[src/rtl/calc_pkg.sv]
// Shared types and constants for the calculator front-end.
// The optional status flags are enabled with CALC_FLAGS_EN.
package calc_pkg;

    localparam int unsigned CALC_W = 16;

    typedef enum logic [2:0] {
        S_OP1_EDIT = 3'b000,
        S_OP1_HOLD = 3'b001,
        S_OP2_EDIT = 3'b010,
        S_OP2_HOLD = 3'b011,
        S_OPR_EDIT = 3'b100,
        S_RESULT   = 3'b101
    } state_t;

    typedef enum logic [1:0] {
        ALU_ADD = 2'b00,
        ALU_SUB = 2'b01,
        ALU_AND = 2'b10,
        ALU_OR  = 2'b11
    } alu_op_t;

    function automatic alu_op_t sel_to_op(input logic [1:0] sel);
        return alu_op_t'(sel);
    endfunction

endpackage

[src/rtl/calc_alu.sv]
// Combinational calculator ALU: ADD/SUB/AND/OR, truncated to WIDTH bits.
// With CALC_FLAGS_EN defined it also produces {N,Z,C,V}.
module calc_alu
    import calc_pkg::*;
#(
    parameter int unsigned WIDTH = CALC_W
) (
    input  logic [WIDTH-1:0] a_i,
    input  logic [WIDTH-1:0] b_i,
    input  logic [1:0]       op_i,
    output logic [WIDTH-1:0] y_o
`ifdef CALC_FLAGS_EN
    ,
    output logic [3:0]       flags_o
`endif
);

`ifdef CALC_FLAGS_EN
    logic [WIDTH:0] sum;
    logic [WIDTH:0] diff;
    logic           carry;
    logic           ovf;

    always_comb begin
        sum   = {1'b0, a_i} + {1'b0, b_i};
        diff  = {1'b0, a_i} - {1'b0, b_i};
        y_o   = '0;
        carry = 1'b0;
        ovf   = 1'b0;
        case (sel_to_op(op_i))
            ALU_ADD: begin
                y_o   = sum[WIDTH-1:0];
                carry = sum[WIDTH];
                ovf   = (a_i[WIDTH-1] == b_i[WIDTH-1]) && (y_o[WIDTH-1] != a_i[WIDTH-1]);
            end
            ALU_SUB: begin
                y_o   = diff[WIDTH-1:0];
                // Carry is NOT-borrow: set when a >= b unsigned.
                carry = ~diff[WIDTH];
                ovf   = (a_i[WIDTH-1] != b_i[WIDTH-1]) && (y_o[WIDTH-1] != a_i[WIDTH-1]);
            end
            ALU_AND: y_o = a_i & b_i;
            ALU_OR:  y_o = a_i | b_i;
            default: y_o = '0;
        endcase
        flags_o = {y_o[WIDTH-1], (y_o == '0), carry, ovf};
    end
`else
    always_comb begin
        y_o = '0;
        case (sel_to_op(op_i))
            ALU_ADD: y_o = a_i + b_i;
            ALU_SUB: y_o = a_i - b_i;
            ALU_AND: y_o = a_i & b_i;
            ALU_OR:  y_o = a_i | b_i;
            default: y_o = '0;
        endcase
    end
`endif

endmodule

[src/rtl/calc_input_fsm.sv]
// Calculator input sequencer: captures op1, op2 and operation from the switches on successive
// Enter presses and registers the ALU result. Flags port present only with CALC_FLAGS_EN.
module calc_input_fsm
    import calc_pkg::*;
#(
    parameter int unsigned WIDTH = CALC_W
) (
    input  logic             clk,
    input  logic             resetN,
    input  logic [WIDTH-1:0] sw,
    input  logic             enter,
    output logic [2:0]       state,
    output logic [WIDTH-1:0] op1,
    output logic [WIDTH-1:0] op2,
    output logic [WIDTH-1:0] operation,
    output logic [WIDTH-1:0] result
`ifdef CALC_FLAGS_EN
    ,
    output logic [3:0]       flags
`endif
);

    state_t           state_q, state_d;
    logic [WIDTH-1:0] op1_q, op1_d;
    logic [WIDTH-1:0] op2_q, op2_d;
    logic [WIDTH-1:0] operation_q, operation_d;
    logic [WIDTH-1:0] result_q, result_d;
    logic             enter_q;
    logic             armed_q, armed_d;
    logic             press;
    logic [WIDTH-1:0] alu_y;

`ifdef CALC_FLAGS_EN
    logic [3:0] flags_q, flags_d;
    logic [3:0] alu_flags;
`endif

    // ALU sees the live switch selector so the result uses the operation chosen in the press cycle.
    calc_alu #(
        .WIDTH (WIDTH)
    ) u_alu (
        .a_i     (op1_q),
        .b_i     (op2_q),
        .op_i    (sw[1:0]),
        .y_o     (alu_y)
`ifdef CALC_FLAGS_EN
        ,
        .flags_o (alu_flags)
`endif
    );

    // A level held high across reset release is not a press: arm only after enter is seen low.
    assign armed_d = armed_q | ~enter;
    assign press   = enter & ~enter_q & armed_q;

    always_comb begin
        state_d     = state_q;
        op1_d       = op1_q;
        op2_d       = op2_q;
        operation_d = operation_q;
        result_d    = result_q;
`ifdef CALC_FLAGS_EN
        flags_d     = flags_q;
`endif
        case (state_q)
            S_OP1_EDIT: begin
                op1_d = sw;
                if (press) state_d = S_OP1_HOLD;
            end
            S_OP1_HOLD: begin
                if (press) state_d = S_OP2_EDIT;
            end
            S_OP2_EDIT: begin
                op2_d = sw;
                if (press) state_d = S_OP2_HOLD;
            end
            S_OP2_HOLD: begin
                if (press) state_d = S_OPR_EDIT;
            end
            S_OPR_EDIT: begin
                operation_d = sw;
                if (press) begin
                    state_d  = S_RESULT;
                    result_d = alu_y;
`ifdef CALC_FLAGS_EN
                    flags_d  = alu_flags;
`endif
                end
            end
            S_RESULT: begin
                if (press) state_d = S_OP1_EDIT;
            end
            default: state_d = S_OP1_EDIT;
        endcase
    end

    always_ff @(posedge clk or negedge resetN) begin
        if (!resetN) begin
            state_q     <= S_OP1_EDIT;
            op1_q       <= '0;
            op2_q       <= '0;
            operation_q <= '0;
            result_q    <= '0;
            enter_q     <= 1'b0;
            armed_q     <= 1'b0;
`ifdef CALC_FLAGS_EN
            flags_q     <= '0;
`endif
        end else begin
            state_q     <= state_d;
            op1_q       <= op1_d;
            op2_q       <= op2_d;
            operation_q <= operation_d;
            result_q    <= result_d;
            enter_q     <= enter;
            armed_q     <= armed_d;
`ifdef CALC_FLAGS_EN
            flags_q     <= flags_d;
`endif
        end
    end

    assign state     = state_q;
    assign op1       = op1_q;
    assign op2       = op2_q;
    assign operation = operation_q;
    assign result    = result_q;
`ifdef CALC_FLAGS_EN
    assign flags     = flags_q;
`endif

endmodule

[config.mk]
export PLATFORM = sky130hd
export DESIGN_NAME = calc_input_fsm
export DESIGN_NICKNAME = d
export VERILOG_FILES = /design/src/rtl/calc_pkg.sv /design/src/rtl/calc_alu.sv /design/src/rtl/calc_input_fsm.sv
export SDC_FILE = /design/constraint.sdc
export NUM_CORES = 1
export LEC_CHECK = 0
export BUFFER_PORTS_ARGS = -buffer_cell sky130_fd_sc_hd__buf_2
export CAP_MARGIN = 10
export CELL_PAD_IN_SITES_DETAIL_PLACEMENT = 0
export CELL_PAD_IN_SITES_GLOBAL_PLACEMENT = 2
export CORE_ASPECT_RATIO = 0.7
export CORE_MARGIN = 8
export CORE_UTILIZATION = 37
export DETAILED_ROUTE_END_ITERATION = 6
export GPL_ROUTABILITY_DRIVEN = 1
export PLACE_DENSITY_LB_ADDON = 0.1
export SLEW_MARGIN = 20
export SYNTH_ARGS = -nofsm -noshare
export SYNTH_HDL_FRONTEND = slang
export SYNTH_SLANG_ARGS = --single-unit
[constraint.sdc]
create_clock -name clk -period 9.6 [get_ports clk]
set_input_delay 0.96 -clock clk [delete_from_list [all_inputs] [get_ports clk]]
set_output_delay 0.96 -clock clk [all_outputs]
set_load 0.01 [all_outputs]
==> impl_metrics.py <==
metrics = {
    "run_status": {
        "outcome": "complete, no violations",
    },
    "clock_tree": {
        "htreeDepth": 3,
        "cts_sinks": 69,
        "clk_pin_slew_ns": 0.06,
        "root_buffer": "clkbuf_16",
        "hold_buffers": 0,
        "numCtsBuffers": 9,
        "cts_resized": 0,
        "post_cts_buffers": 0,
        "clk_latency_ns": 0.33,
        "cts_tree": "done",
        "cts_max_path_buffers": 2,
    },
    "logic_synthesis": {
        "synth_area_per_cell_sq_um": 10.5,
        "synth_top_cell_by_area": "dfrtp_1",
        "ys_ff_latch": 69,
        "synth_cell_types": 47,
        "ys_seq_area_frac": 0.445,
        "netlist_area_sq_um": 3880,
        "synth_top_area_share": 0.445,
        "synth-edff-count": 0,
        "ys_warn_count": 0,
        "synth_area_leaders": "dfrtp_1 45%, mux2_2 12%, ha_1 5.8%",
        "async_reset_ff_frac": 1.00,
        "syn-num-nets": 409,
        "synthCells": 371,
        "synthFlopType": "dfrtp_1",
    },
    "die": {
        "die-area_sq_um": 14100,
        "start_util": 0.377,
        "core_sq_um": 10300,
        "ios": 86,
        "die_w_um": 138,
        "fp-row-count": 31,
        "die_h_um": 102,
    },
    "worst_hold_path": {
        "hold_class": "register to register",
    },
    "detailed_routing": {
        "vias": 2925,
        "antenna_left": 0,
        "drt_iter0_markers": 183,
        "drt_first_pass_iters": 4,
        "drc": 0,
        "wirelength_um": 10300,
        "viasPerCell": 4.96,
        "wl_per_cell_um": 17.5,
    },
    "global_route": {
        "track_usage": 0.152,
        "antenna_found_initial": 0,
        "grt_start_max_net_pins": 70,
        "overflow": 0,
        "first_global_vias": 3018,
        "grt_pass1_wl_um": 17000,
    },
    "timing": {
        "skew_ns": 0.00610,
        "setup_violations": 0,
        "slew_violations": 0,
        "fmax_mhz": 256,
        "hold_viol": 0,
        "min_period_ns": 3.90,
        "rsz0062_at_grt": "false",
        "fin_crit_sh": 0.406,
        "relSlewSlack": 0.363,
        "tightest_slew_ns": 0.954,
        "worst_slack_ns": 5.70,
        "setup_tns_ns": 0,
    },
    "critical_path": {
        "cp-start-kind": "input port",
        "endpoint_kind": "register",
        "worstPathMaxFanout": 28,
        "worst_ep_required_time_ns": 9.81,
        "crit_type": "input port to register",
        "worstPathArrival_ns": 4.11,
    },
    "finish": {
        "instances_no_fill": 590,
        "antenna_cells": 0,
        "areaGrowthSynthToFinish_pct": 21.5,
        "nNetsFinal": 492,
        "layout_common_cells": "85 x buf_2, 69 x dfrtp_1, 43 x mux2_2",
        "final_cell_area_sq_um": 4710,
        "mostFrequentLayoutCell": "buf_2",
        "drive_above_1_share": 0.336,
    },
    "placement": {
        "placed_cell_area_sq_um": 4430,
        "finalWeightedCongestion": 0.756,
        "place_ws_ns": 5.37,
        "io_buffer_count": 85,
        "hpwl_um": 7670,
        "dp_cells": 575,
    },
    "job": {
        "maxCapViolCount": 0,
    },
    "pwr": {
        "power_leakage_uw": 0.00219,
        "ir_worst_vdd_uv": 148,
        "powerDensity_nw_per_um2": 423,
    },
}
## per-layer routing
metal	global-route usage	wire, um	vias up	share of wire
met5	0	0	-	0
met4	0.0391	48	0	0.0047
met3	0.0520	639	5	0.062
met2	0.202	4080	64	0.39
met1	0.226	5560	1379	0.54
li1	-	-	1477	-
## worst max-delay path, stage by stage
cell	delay (ns)
buf_2	0.39
nor2b_1	0.68
nor2_1	0.15
xnor2_1	0.17
ha_1	0.37
a21oi_1	0.11
o21ai_0	0.33
a211oi_1	0.13
nor2_1	0.26
mux2i_1	0.25
nor3_2	0.05
a221o_1	0.26
## report_power, final
part	internal [uW]	switching, uW	leakage [uW]
logic	522	560	0.00122
registers	422	164	0.000847
clock network	199	126	0.000132
total	1140	850	0.00219
## sequential cells by signal, summed over array words and instances, names as in the netlist
signal and count:
state 3, enter_q 1, armed_q 1, op2 16
op1 16, result 16, operation 16
## cell families after synthesis
family / count (synthesis) / share of synthesized area
AOI/OAI and AO/OA: 89 / 0.134
muxes: 49 / 0.140
xor gates and xnor gates: 28 / 0.0632
buffers and inverters: 26 / 0.0268
DFF: 69 / 0.445
and+or+nand+nor: 85 / 0.112
adders and majority gates: 25 / 0.0787
## final timing paths
| path | start | endpoint | slack, ns | depth (start not counted) |
|---|---|---|---|---|
| setup reg to reg | op2[0]$_DFFE_PN0P_ | result[12]$_DFFE_PN0P_ | 5.97 | 15 |
| hold / removal | armed_q$_DFF_PN0_ | armed_q$_DFF_PN0_ | 0.47 | 1 |
| setup / recovery | sw[0] | result[12]$_DFFE_PN0P_ | 5.70 | 12 |
| min in group asynchronous | resetN | operation[4]$_DFFE_PN0P_ | 0.84 | 2 |
| hold reg to reg | armed_q$_DFF_PN0_ | armed_q$_DFF_PN0_ | 0.47 | 1 |
| max in group asynchronous | resetN | op1[11]$_DFFE_PN0P_ | 8.19 | 2 |
## cells in the mapped netlist, types with 2 or more instances
library cell / instances
dfrtp_1: 69
nor2b_1: 2
o21bai_1: 2
a31oi_1: 2
nor3b_1: 2
buf_2: 5
inv_1: 10
a22oi_1: 4
ha_1: 18
xor2_1: 8
nor3_2: 2
clkbuf_1: 10
o21ai_0: 37
a211oi_1: 3
mux2i_1: 6
and3_1: 2
xnor2_1: 20
and2_1: 2
nand2b_1: 5
mux2_2: 43
nor2_1: 20
a21o_1: 4
nor3_1: 5
a21oi_1: 26
nand2_1: 34
nand3_1: 4
maj3_1: 6
## final cells by class
type                            instances  area (sq um)
Fill cell                            1013          5570
Multi-Input combinational cell        276          2050
Sequential cell                        69          1730
Timing Repair Buffer                   88           448
Clock buffer                           11           233
Tap cell                              132           165
Clock inverter                          4          50.0
Inverter                               10          37.5
## per-stage QoR
| step | hold WS [ns] | utilization | power (uW) |
|---|---|---|---|
| after detailed placement | 0.457 | 0.431 | 1680 |
| after floorplan | 0.435 | - | 1340 |
| final | 0.469 | 0.458 | 1990 |
| after global placement | 0.451 | 0.431 | 1680 |
| after CTS | 0.471 | 0.458 | 2020 |
| after global routing | 0.482 | 0.458 | 2180 |
(Power assumes the default switching activity.)
